<file path="src/rtl/mips_pipe_pkg.sv">
// Shared definitions for the MIPS pipeline front end.
//   fetchState_e  : instruction fetch sequencer states (BOOT/FETCH/DRAIN)
//   JMP_*         : decode-stage jump type encodings carried on JumpIn
//   NOP_INSTR_WORD: default bubble word for the IF/ID register
//   ifIdPayload_t : contents of the IF/ID pipeline register
package mips_pipe_pkg;

    typedef enum logic [1:0] {
        BOOT  = 2'd0,
        FETCH = 2'd1,
        DRAIN = 2'd2
    } fetchState_e;

    localparam logic [1:0] JMP_NONE = 2'b00;
    localparam logic [1:0] JMP_J    = 2'b01;
    localparam logic [1:0] JMP_JR   = 2'b10;

    localparam logic [31:0] NOP_INSTR_WORD = 32'h0000_0000;

    typedef struct packed {
        logic [31:0] instr;
        logic [31:0] pc4;
        logic        valid;
    } ifIdPayload_t;

endpackage

</file>
<file path="src/rtl/fetch_hold_buffer.sv">
// One-entry holding register for an instruction word that returned from
// memory while decode was stalled.
// Ports:
//   Clk, Reset           : clock, asynchronous active-low reset
//   load                 : capture loadInstr/loadPc4 and mark full
//   drain                : entry consumed, mark empty
//   clear                : discard entry (redirect), highest priority
//   loadInstr, loadPc4   : word and its PC+4 to capture
//   full                 : entry holds a valid word
//   holdInstr, holdPc4   : stored word and its PC+4
module fetch_hold_buffer
    import mips_pipe_pkg::*;
(
    input  logic        Clk,
    input  logic        Reset,
    input  logic        load,
    input  logic        drain,
    input  logic        clear,
    input  logic [31:0] loadInstr,
    input  logic [31:0] loadPc4,
    output logic        full,
    output logic [31:0] holdInstr,
    output logic [31:0] holdPc4
);

    // Clear beats load so a word returning in the same cycle as a redirect
    // can never survive into the new instruction stream.
    always_ff @(posedge Clk or negedge Reset) begin
        if (!Reset) begin
            full      <= 1'b0;
            holdInstr <= NOP_INSTR_WORD;
            holdPc4   <= 32'h0;
        end else if (clear) begin
            full <= 1'b0;
        end else if (load) begin
            full      <= 1'b1;
            holdInstr <= loadInstr;
            holdPc4   <= loadPc4;
        end else if (drain) begin
            full <= 1'b0;
        end
    end

endmodule

</file>
<file path="src/rtl/instruction_fetch_unit.sv">
// IF stage of the 5-stage MIPS pipeline. Owns the PC, fetches words over a
// req/valid handshake, selects the next PC (sequential, decode jumps, EX
// branch) and drives the IF/ID register. No delay slots: wrong-path words
// are squashed.
// Ports:
//   Clk, Reset                      : clock, asynchronous active-low reset
//   StallIn                         : hazard unit stall of IF/ID and PC
//   BranchTakenIn, BranchTargetIn   : EX-stage taken branch and target
//   JumpIn, JumpTargetIn, JumpRegTargetIn : decode-stage jump type/targets
//   ImemReqOut, ImemAddrOut         : fetch request and word address
//   ImemDataIn, ImemValidIn         : fetch response
//   InstructionOut, PCValueOut, ValidOut : IF/ID register
// Optional build macro FETCH_STATS_EN adds FetchCountOut / SquashCountOut,
// saturating counters of accepted and dropped responses.
module instruction_fetch_unit
    import mips_pipe_pkg::*;
#(
    parameter logic [31:0] RESET_PC  = 32'h0000_0000,
    parameter logic [31:0] NOP_INSTR = mips_pipe_pkg::NOP_INSTR_WORD
) (
    input  logic        Clk,
    input  logic        Reset,
    input  logic        StallIn,
    input  logic        BranchTakenIn,
    input  logic [31:0] BranchTargetIn,
    input  logic [1:0]  JumpIn,
    input  logic [31:0] JumpTargetIn,
    input  logic [31:0] JumpRegTargetIn,
    output logic        ImemReqOut,
    output logic [31:0] ImemAddrOut,
    input  logic [31:0] ImemDataIn,
    input  logic        ImemValidIn,
    output logic [31:0] InstructionOut,
    output logic [31:0] PCValueOut,
    output logic        ValidOut
`ifdef FETCH_STATS_EN
    ,
    output logic [31:0] FetchCountOut,
    output logic [31:0] SquashCountOut
`endif
);

    localparam logic [31:0] RESET_PC_ALIGNED = RESET_PC & 32'hFFFF_FFFC;
    localparam ifIdPayload_t BUBBLE = '{instr: NOP_INSTR, pc4: 32'h0, valid: 1'b0};

    fetchState_e  state, nextState;
    ifIdPayload_t ifId, nextIfId;
    logic [31:0]  pc, nextPc, pcPlus4;
    logic [31:0]  rawTarget, redirectTarget;
    logic [1:0]   jumpKind;
    logic         jumpActive, redirect;
    logic         reqActive, respAccept, respDrop;
    logic         holdLoad, holdDrain, holdClear, holdFull;
    logic [31:0]  holdInstr, holdPc4;

    assign pcPlus4 = pc + 32'd4;

    // Reserved jump encoding folds to "no jump"; a stalled decode stage
    // cannot redirect because its jump is not yet committed.
    always_comb begin
        jumpKind = JumpIn;
        if ((JumpIn != JMP_J) && (JumpIn != JMP_JR)) begin
            jumpKind = JMP_NONE;
        end
    end

    assign jumpActive = !StallIn && (jumpKind != JMP_NONE);
    assign redirect   = BranchTakenIn | jumpActive;

    // Branch is older than the decode-stage jump, so it wins.
    always_comb begin
        rawTarget = JumpTargetIn;
        if (BranchTakenIn) begin
            rawTarget = BranchTargetIn;
        end else if (jumpKind == JMP_JR) begin
            rawTarget = JumpRegTargetIn;
        end
    end

    assign redirectTarget = rawTarget & 32'hFFFF_FFFC;

    // A request is outstanding whenever FETCH is asserting it; a full hold
    // buffer throttles new requests until decode takes the held word.
    assign reqActive  = (state == FETCH) && !holdFull;
    assign respAccept = reqActive && ImemValidIn && !redirect;
    assign respDrop   = ImemValidIn && ((reqActive && redirect) || (state == DRAIN));

    // Next-state, next-PC and IF/ID selection. A redirect overrides stall and
    // kills both the IF/ID contents and any held word.
    always_comb begin
        nextState = state;
        nextPc    = pc;
        nextIfId  = ifId;
        holdLoad  = 1'b0;
        holdDrain = 1'b0;
        holdClear = 1'b0;

        case (state)
            BOOT:  nextState = FETCH;
            FETCH: if (redirect && reqActive && !ImemValidIn) nextState = DRAIN;
            DRAIN: if (ImemValidIn) nextState = FETCH;
            default: nextState = BOOT;
        endcase

        if (redirect) begin
            nextPc    = redirectTarget;
            holdClear = 1'b1;
            nextIfId  = BUBBLE;
        end else begin
            if (respAccept) begin
                nextPc = pcPlus4;
            end
            if (StallIn) begin
                holdLoad = respAccept;
            end else if (respAccept) begin
                nextIfId = '{instr: ImemDataIn, pc4: pcPlus4, valid: 1'b1};
            end else if (holdFull) begin
                nextIfId  = '{instr: holdInstr, pc4: holdPc4, valid: 1'b1};
                holdDrain = 1'b1;
            end else begin
                nextIfId = BUBBLE;
            end
        end
    end

    // State, PC and IF/ID register.
    always_ff @(posedge Clk or negedge Reset) begin
        if (!Reset) begin
            state <= BOOT;
            pc    <= RESET_PC_ALIGNED;
            ifId  <= BUBBLE;
        end else begin
            state <= nextState;
            pc    <= nextPc;
            ifId  <= nextIfId;
        end
    end

    fetch_hold_buffer holdBuffer (
        .Clk       (Clk),
        .Reset     (Reset),
        .load      (holdLoad),
        .drain     (holdDrain),
        .clear     (holdClear),
        .loadInstr (ImemDataIn),
        .loadPc4   (pcPlus4),
        .full      (holdFull),
        .holdInstr (holdInstr),
        .holdPc4   (holdPc4)
    );

    assign ImemReqOut     = reqActive;
    assign ImemAddrOut    = pc;
    assign InstructionOut = ifId.instr;
    assign PCValueOut     = ifId.pc4;
    assign ValidOut       = ifId.valid;

`ifdef FETCH_STATS_EN
    // Saturating activity counters: accepted responses and squashed ones.
    always_ff @(posedge Clk or negedge Reset) begin
        if (!Reset) begin
            FetchCountOut  <= 32'h0;
            SquashCountOut <= 32'h0;
        end else begin
            if (respAccept && (FetchCountOut != 32'hFFFF_FFFF)) begin
                FetchCountOut <= FetchCountOut + 32'd1;
            end
            if (respDrop && (SquashCountOut != 32'hFFFF_FFFF)) begin
                SquashCountOut <= SquashCountOut + 32'd1;
            end
        end
    end
`endif

endmodule
</file>
<file path="config.mk">
export PLATFORM = sky130hd
export DESIGN_NAME = instruction_fetch_unit
export DESIGN_NICKNAME = d
export VERILOG_FILES = /design/src/rtl/mips_pipe_pkg.sv /design/src/rtl/fetch_hold_buffer.sv /design/src/rtl/instruction_fetch_unit.sv
export SDC_FILE = /design/constraint.sdc
export NUM_CORES = 1
export LEC_CHECK = 0
export ABC_AREA = 1
export CORE_MARGIN = 5
export CORE_UTILIZATION = 45
export DETAILED_ROUTE_END_ITERATION = 16
export MAX_ROUTING_LAYER = met4
export PLACE_DENSITY = 0.76
export SYNTH_ARGS = -nofsm -noshare
export SYNTH_HDL_FRONTEND = slang
export SYNTH_HIERARCHICAL = 1
export SYNTH_SLANG_ARGS = --single-unit
export TNS_END_PERCENT = 5
</file>
<file path="constraint.sdc">
create_clock -name Clk -period 1.82 [get_ports Clk]
set_input_delay 0.182 -clock Clk [delete_from_list [all_inputs] [get_ports Clk]]
set_output_delay 0.182 -clock Clk [all_outputs]
set_load 0.05 [all_outputs]
</file>
Word-level counts from Yosys, hierarchy flattened
Cells that the tools add are included.
W data, S select, Z words.
{ "totals": {"ff_bits": 164, "inputBits": 135, "out_inout_bits": 98, "wordCells": 58} }
{ "op_classes": {"addsub": 1, "n_eq_ne": 8, "muxes": 22, "bitwise": 2, "n_reduce_logical": 17} }
{ "op_table": {"columns": ["operator", "n"], "rows": [
  ["$mux W65", 4],
  ["$mux W32", 4],
  ["$add A32 B3 Y32 const B", 1],
  ["$mux W1", 10],
  ["$logic_and A1 B1 Y1", 7],
  ["$mux W2", 3],
  ["$ne A2 B1 Y1 const B", 3],
  ["$pmux W2 S3", 1],
  ["$eq A2 B2 Y1 const B", 2],
  ["$logic_not A1 Y1", 4],
  ["$ne A2 B2 Y1 const B", 2],
  ["$reduce_and A2 Y1", 2],
  ["$reduce_bool A2 Y1", 2],
  ["$reduce_bool A3 Y1", 1],
  ["$eq A2 B1 Y1 const B", 1],
  ["$logic_not A2 Y1", 1],
  ["$not A1 Y1", 1],
  ["$or A1 B1 Y1", 1]
]} }

Longest topological paths before layout
{ "logic_depth": {"word_depth": 14, "mapped_depth": 11, "depth_no_buf": 10} }

Modules after synthesis
Netlist, hierarchy kept.
{ "modules_own_cells": {"columns": ["mod", "n_inst", "cells_each", "area_each_um2", "seq_area_each_um2"], "rows": [
  ["instruction_fetch_unit", 1, 853, 5959.5, 2427.3],
  ["fetch_hold_buffer", 1, 283, 2587.5, 1626.6]
]} }

Worst setup path before layout
OpenSTA, ideal clock, no wires.
{ "synth_timing": {"kind": "register -> register", "startpoint": "register state[1]", "endpoint": "register holdBuffer.holdPc4[14]", "setup_ns": 0.065, "arrival_ns": 1.952, "required_ns": 1.755, "path_slack_ns": -0.197, "stages_incl_launch_ff": 10, "n_path_buf": 2, "synth_period_minus_slack_ns": 2.017, "path_cell_list": "dfrtp_1 -> inv_1 -> nand2_1 -> nor2_2 -> nand2_1 -> nor3_1 -> buf_4 -> buf_2 -> nand3_1 -> nand2_1"} }
{ "synth_between": {"elab_chain_cells": 7} }
{ "synth_lines": {"columns": ["item", "line", "source"], "rows": [
  ["start, declared", "instruction_fetch_unit.sv:46", "fetchState_e state, nextState;"],
  ["start signal, assigned", "instruction_fetch_unit.sv:133", "state <= nextState;"],
  ["$eq A2 B1 Y1", "instruction_fetch_unit.sv:84", "assign reqActive = (state == FETCH) && !holdFull;"],
  ["$logic_and A1 B1 Y1", "instruction_fetch_unit.sv:84", null],
  ["net ImemReqOut", "instruction_fetch_unit.sv:29", "output logic ImemReqOut,"],
  ["$logic_and A1 B1 Y1 (2 in series)", "instruction_fetch_unit.sv:85", "assign respAccept = reqActive && ImemValidIn && !redirect;"],
  ["$mux W1", "instruction_fetch_unit.sv:113", "if (StallIn) begin"],
  ["$mux W1", "instruction_fetch_unit.sv:105", "if (redirect) begin"],
  ["net holdLoad", "instruction_fetch_unit.sv:53", "logic holdLoad, holdDrain, holdClear, holdFull;"],
  ["$reduce_and A2 Y1 (no source line)", null, null],
  ["end signal, assigned", "fetch_hold_buffer.sv:38", "holdPc4 <= loadPc4;"],
  ["end, declared", "fetch_hold_buffer.sv:23", "output logic [31:0] holdPc4"]
]} }
The timed path passes the listed nets, and every way through them passes these cells.
A chain may end at the register's enable or synchronous reset.

Worst setup path after layout
{ "layout_timing": {"startpoint": "register ifId (netlist bit InstructionOut[18])", "endpoint": "output InstructionOut[18]"} }
{ "layout_rtl": {"columns": ["item", "line", "source"], "rows": [
  ["start, declared", "instruction_fetch_unit.sv:47", "ifIdPayload_t ifId, nextIfId;"],
  ["start signal, assigned", "instruction_fetch_unit.sv:135", "ifId <= nextIfId;"],
  ["end, declared", "instruction_fetch_unit.sv:33", "output logic [31:0] InstructionOut,"]
]} }
No word-level cell between the ends.

==> reports/results.txt <==
The share of async-settable or async-resettable flops after synthesis is 1.000. Across all hold checks on the routed design, the worst slack comes to 274.4 ps. In the synthesized netlist the dominant register cell turns out to be dfrtp_1. At the worst endpoint, the arrival time is 1600 ps. The pin count of the biggest net entering global routing was 47; the TritonCTS buffer count was 17. The setup check on the worst reg-to-reg path leaves a slack of 60 ps.

In this run the power spent charging and discharging nets is 4.646 mW. The final route contains 8380 vias. Starting density of the core: 0.4569.

The cell family with the largest share of critical-path delay is buffers and inverters. The switching part of the total is 0.3531. The worst setup path is captured at an output pin. Summed over all nets, wire length on met3 after detailed routing comes to 1796 µm. The via count of the first global-routing pass was 7980; the buffer depth of the longest clock path was 2. For this design, the sink count on the clock tree is 162. The latest clock arrival within the worst-skew pair is 430 ps. Internal power comes to 8.511 mW. For the final-stage net count, the log shows 1517.

For the number of pins with negative max-slew slack in the final report, the log shows 0. The area growth from synthesis to layout is 42.01%. The clock-pin slew reported for the worst setup and hold paths after clock tree synthesis works out to 70 ps.

The startpoint of the lowest-slack register-to-register path was state[1]. The post-route cell area is 0.01214 mm², and the sequential share of power is 0.386. The reported leakage power is 6.116 nW, and the largest vdd supply drop is 0.0007079 V. The library cell used most frequently in the layout, excluding fill and tap cells, is nand2_1. Number of H-tree branching levels: 4. The worst slew margin relative to its limit is 0.6269, and the number of distinct library cells after synthesis is 34. For this block, the routed nets add up to 26390 µm of wire. The clock period could shrink to 1778 ps. Signal routing reaches up to met4. The floorplan step defined a die boundary enclosing 0.02185 mm².

The overall die width came out at 147.8 µm. For the number of maximum-capacitance constraint violations, the log shows 0. Vertical die dimension: 147.8 µm.

Setup repair after global routing could not meet its margin everywhere. Leaving out fill and tap cells, the most frequent cells in the layout are 440 x nand2_1, 158 x dfrtp_1, 157 x clkdlybuf4s50_1. TritonCTS built the clock tree.

In the final routing, the length of wire on met1 measures 11540 µm. For this run the aggregate overflow at the end of global routing stands at 0. Counting cells, the worst reg-to-reg path comes to 9. The fraction of layout cells with a size suffix above 1 works out to 0.1429. The part of the cycle the worst path needs works out to 0.9771. The logs give 0 for the number of antenna repair diodes and 1640 ps for the critical path required time. The worst-case clock skew is 8.914 ps, and the highest net fanout along the worst path is 2.

The run gives 0.5623 GHz as the fmax. Worst setup path startpoint: InstructionOut[18]. For the final routed database, the setup TNS stands at 0 ps.

Slowest stage cell on the critical path: clkdlybuf4s50_1. Averaged over all synthesized cells, the footprint is 7.524 µm². The run finished with clean final reports. In the final layout, the multi-input gates occupy 0.004056 mm². The count of buffers added on input and output ports is 224.

The number of DRC violations after detailed routing was 0. The sequential cell area is 0.004059 mm². The first global-routing pass estimated 41470 µm of wire.

Setup violations remaining at the end of the flow were counted as 0. The logs give 0 for the number of antenna violations at the first check in global routing and 0 for the count of nets left with antenna violations after detail routing. The endpoint identified for the worst register-to-register timing path is holdBuffer/holdPc4[5]. For the synthesis warning total, the log shows 6.

Once detailed placement completed, the half-perimeter wirelength came to 18920 µm. Global router's overall resource usage: 0.2432. The critical path is of the register to output pin type.

The detail-routed net length per standard cell works out to 16.22 µm. Traced cell by cell, the critical path runs through clkdlybuf4s50_1. STA classifies the critical path startpoint as a register. The mean number of vias per cell came out at 5.151. For this design the top-level I/O count stands at 233. The fraction of power consumed by combinational cells was 0.302. The floorplan has 50 rows. Power spread over the standard cell area amounts to 1084 mW/mm². The worst hold path belongs to the class primary input to async pin. The proportion of synthesized chip area in sequential cells was 0.4743. Number of buffer and inverter stages on the critical path: 1. The tools report the final number of hold-violating endpoints as 0. In this run, synthesis produced a sequential element count of 162. The sum of met2 wire segment lengths after detailed routing was 12710 µm; the first-iteration detailed-routing DRC count was 608. The count of flip-flops with a built-in enable after synthesis is 0, and the share of total power in the clock network is 0.312. At the end of routability-driven placement, the weighted congestion stood at 0.9360.

In the synthesized netlist, the number of instances is 1136. The total cell area at the placement stage is 0.01117 mm². The root buffer cell chosen for the clock tree is clkbuf_16. For the pin with the worst max-slew slack, the measured transition is 561.9 ps.

Counting the fill cells in the layout gives 1592. The number of cells on the critical path came out at 1. After synthesis the cells add up to 0.008547 mm². The area of the placeable core is 0.01871 mm², and the first-pass detailed-route iteration total is 5. The largest single stage delay on the critical path is 810 ps.
[synth_stat cells, types with 2 or more instances]
cell type | n | share of area
inv_1 | 55 | 0.024
and2_1 | 6 | 0.0044
a31oi_1 | 22 | 0.016
buf_2 | 33 | 0.019
mux2_2 | 24 | 0.032
buf_4 | 13 | 0.011
nand2_1 | 443 | 0.19
ha_1 | 2 | 0.0029
nand3b_1 | 8 | 0.0070
xnor2_1 | 3 | 0.0031
o221ai_1 | 5 | 0.0051
nor2_4 | 5 | 0.0066
nor3_1 | 2 | 0.0012
dfrtp_1 | 162 | 0.47
nor2_2 | 6 | 0.0044
o21ai_0 | 33 | 0.019
inv_2 | 6 | 0.0026
o211ai_1 | 8 | 0.0070
xor2_1 | 8 | 0.0082
a21oi_1 | 8 | 0.0047
buf_1 | 4 | 0.0018
nand2_2 | 3 | 0.0022
nand3_1 | 144 | 0.084
nor2_1 | 112 | 0.049
clkbuf_1 | 12 | 0.0053
[timing repair]
item	CTS	global route
resized for setup	10	46
gates cloned	0	2
setup endpoints to repair	60	169
buffers inserted	0	9
endpoints found under the hold margin	41	0
hold buffers	1	0
pin swaps	0	8
[registers in the layout, indices dropped and copies added, names as in the netlist]
| name | flops |
|---|---|
| InstructionOut | 32 |
| PCValueOut | 32 |
| holdBuffer/holdInstr | 32 |
| holdBuffer/holdPc4 | 32 |
| ImemAddrOut | 30 |
| state | 2 |
| ValidOut | 1 |
| holdBuffer/full | 1 |
[kinds of logic after synthesis]
group,count (synthesis),share of synthesized area
AND/OR/NAND/NOR,731,0.3553
buffers and inverters,125,0.06631
XOR/XNOR,12,0.01318
multiplexers,24,0.03162
other,1,0.0004388
adder cells (fa/ha/maj),2,0.002927
AO/OA/AOI/OAI,79,0.05592
flip-flops,162,0.4743
[per-stage QoR]
stage	instances	utilization	worst slack [ps]	power, mW
after floorplan	1139	-	1.724	7.346
after global placement	1583	0.5972	-367.5	8.826
after detailed placement	1583	0.5972	-422.6	8.929
after CTS	1616	0.6342	-24.43	13.04
after global routing	1627	0.6489	-38.74	13.78
final	1627	0.6489	41.69	13.16
[power by group through the flow]
stage          sequential (mW)  clock (mW)  combinational (mW)
6_report                  5.08        4.11                3.97
3_5_place_dp              5.11           0                3.82
5_1_grt                   5.18        4.30                4.31
4_1_cts                   5.05        4.15                3.83
3_3_place_gp              5.07           0                3.75
2_1_floorplan             5.84           0                1.51
[cell type report]
type,instances,share of cell area
clock inverter,13,0.01917
clock buffer,19,0.03649
tap,234,0.02412
multi-input combinational,853,0.3342
sequential,162,0.3344
inverter,62,0.01938
timing repair buffer,284,0.2322
[worst max path at each step]
| stage | slack (ps) | end |
|---|---|---|
| CTS | -20 | InstructionOut[5] |
| global placement | -370 | holdBuffer/holdPc4[21] |
| detailed placement | -420 | InstructionOut[5] |
| global route | -40 | holdBuffer/holdPc4[5] |
| floorplan | 2 | holdBuffer/holdPc4[16] |
| finish | 40 | InstructionOut[18] |
[per-layer routing]
layer | GRT usage | up-vias
met3 | 0.03832 | 24
li1 | - | 4137
met1 | 0.3288 | 3878
met4 | 0.07159 | 0
met5 | - | -
met2 | 0.3827 | 341
Note: power is estimated with default switching activity, not from simulation.
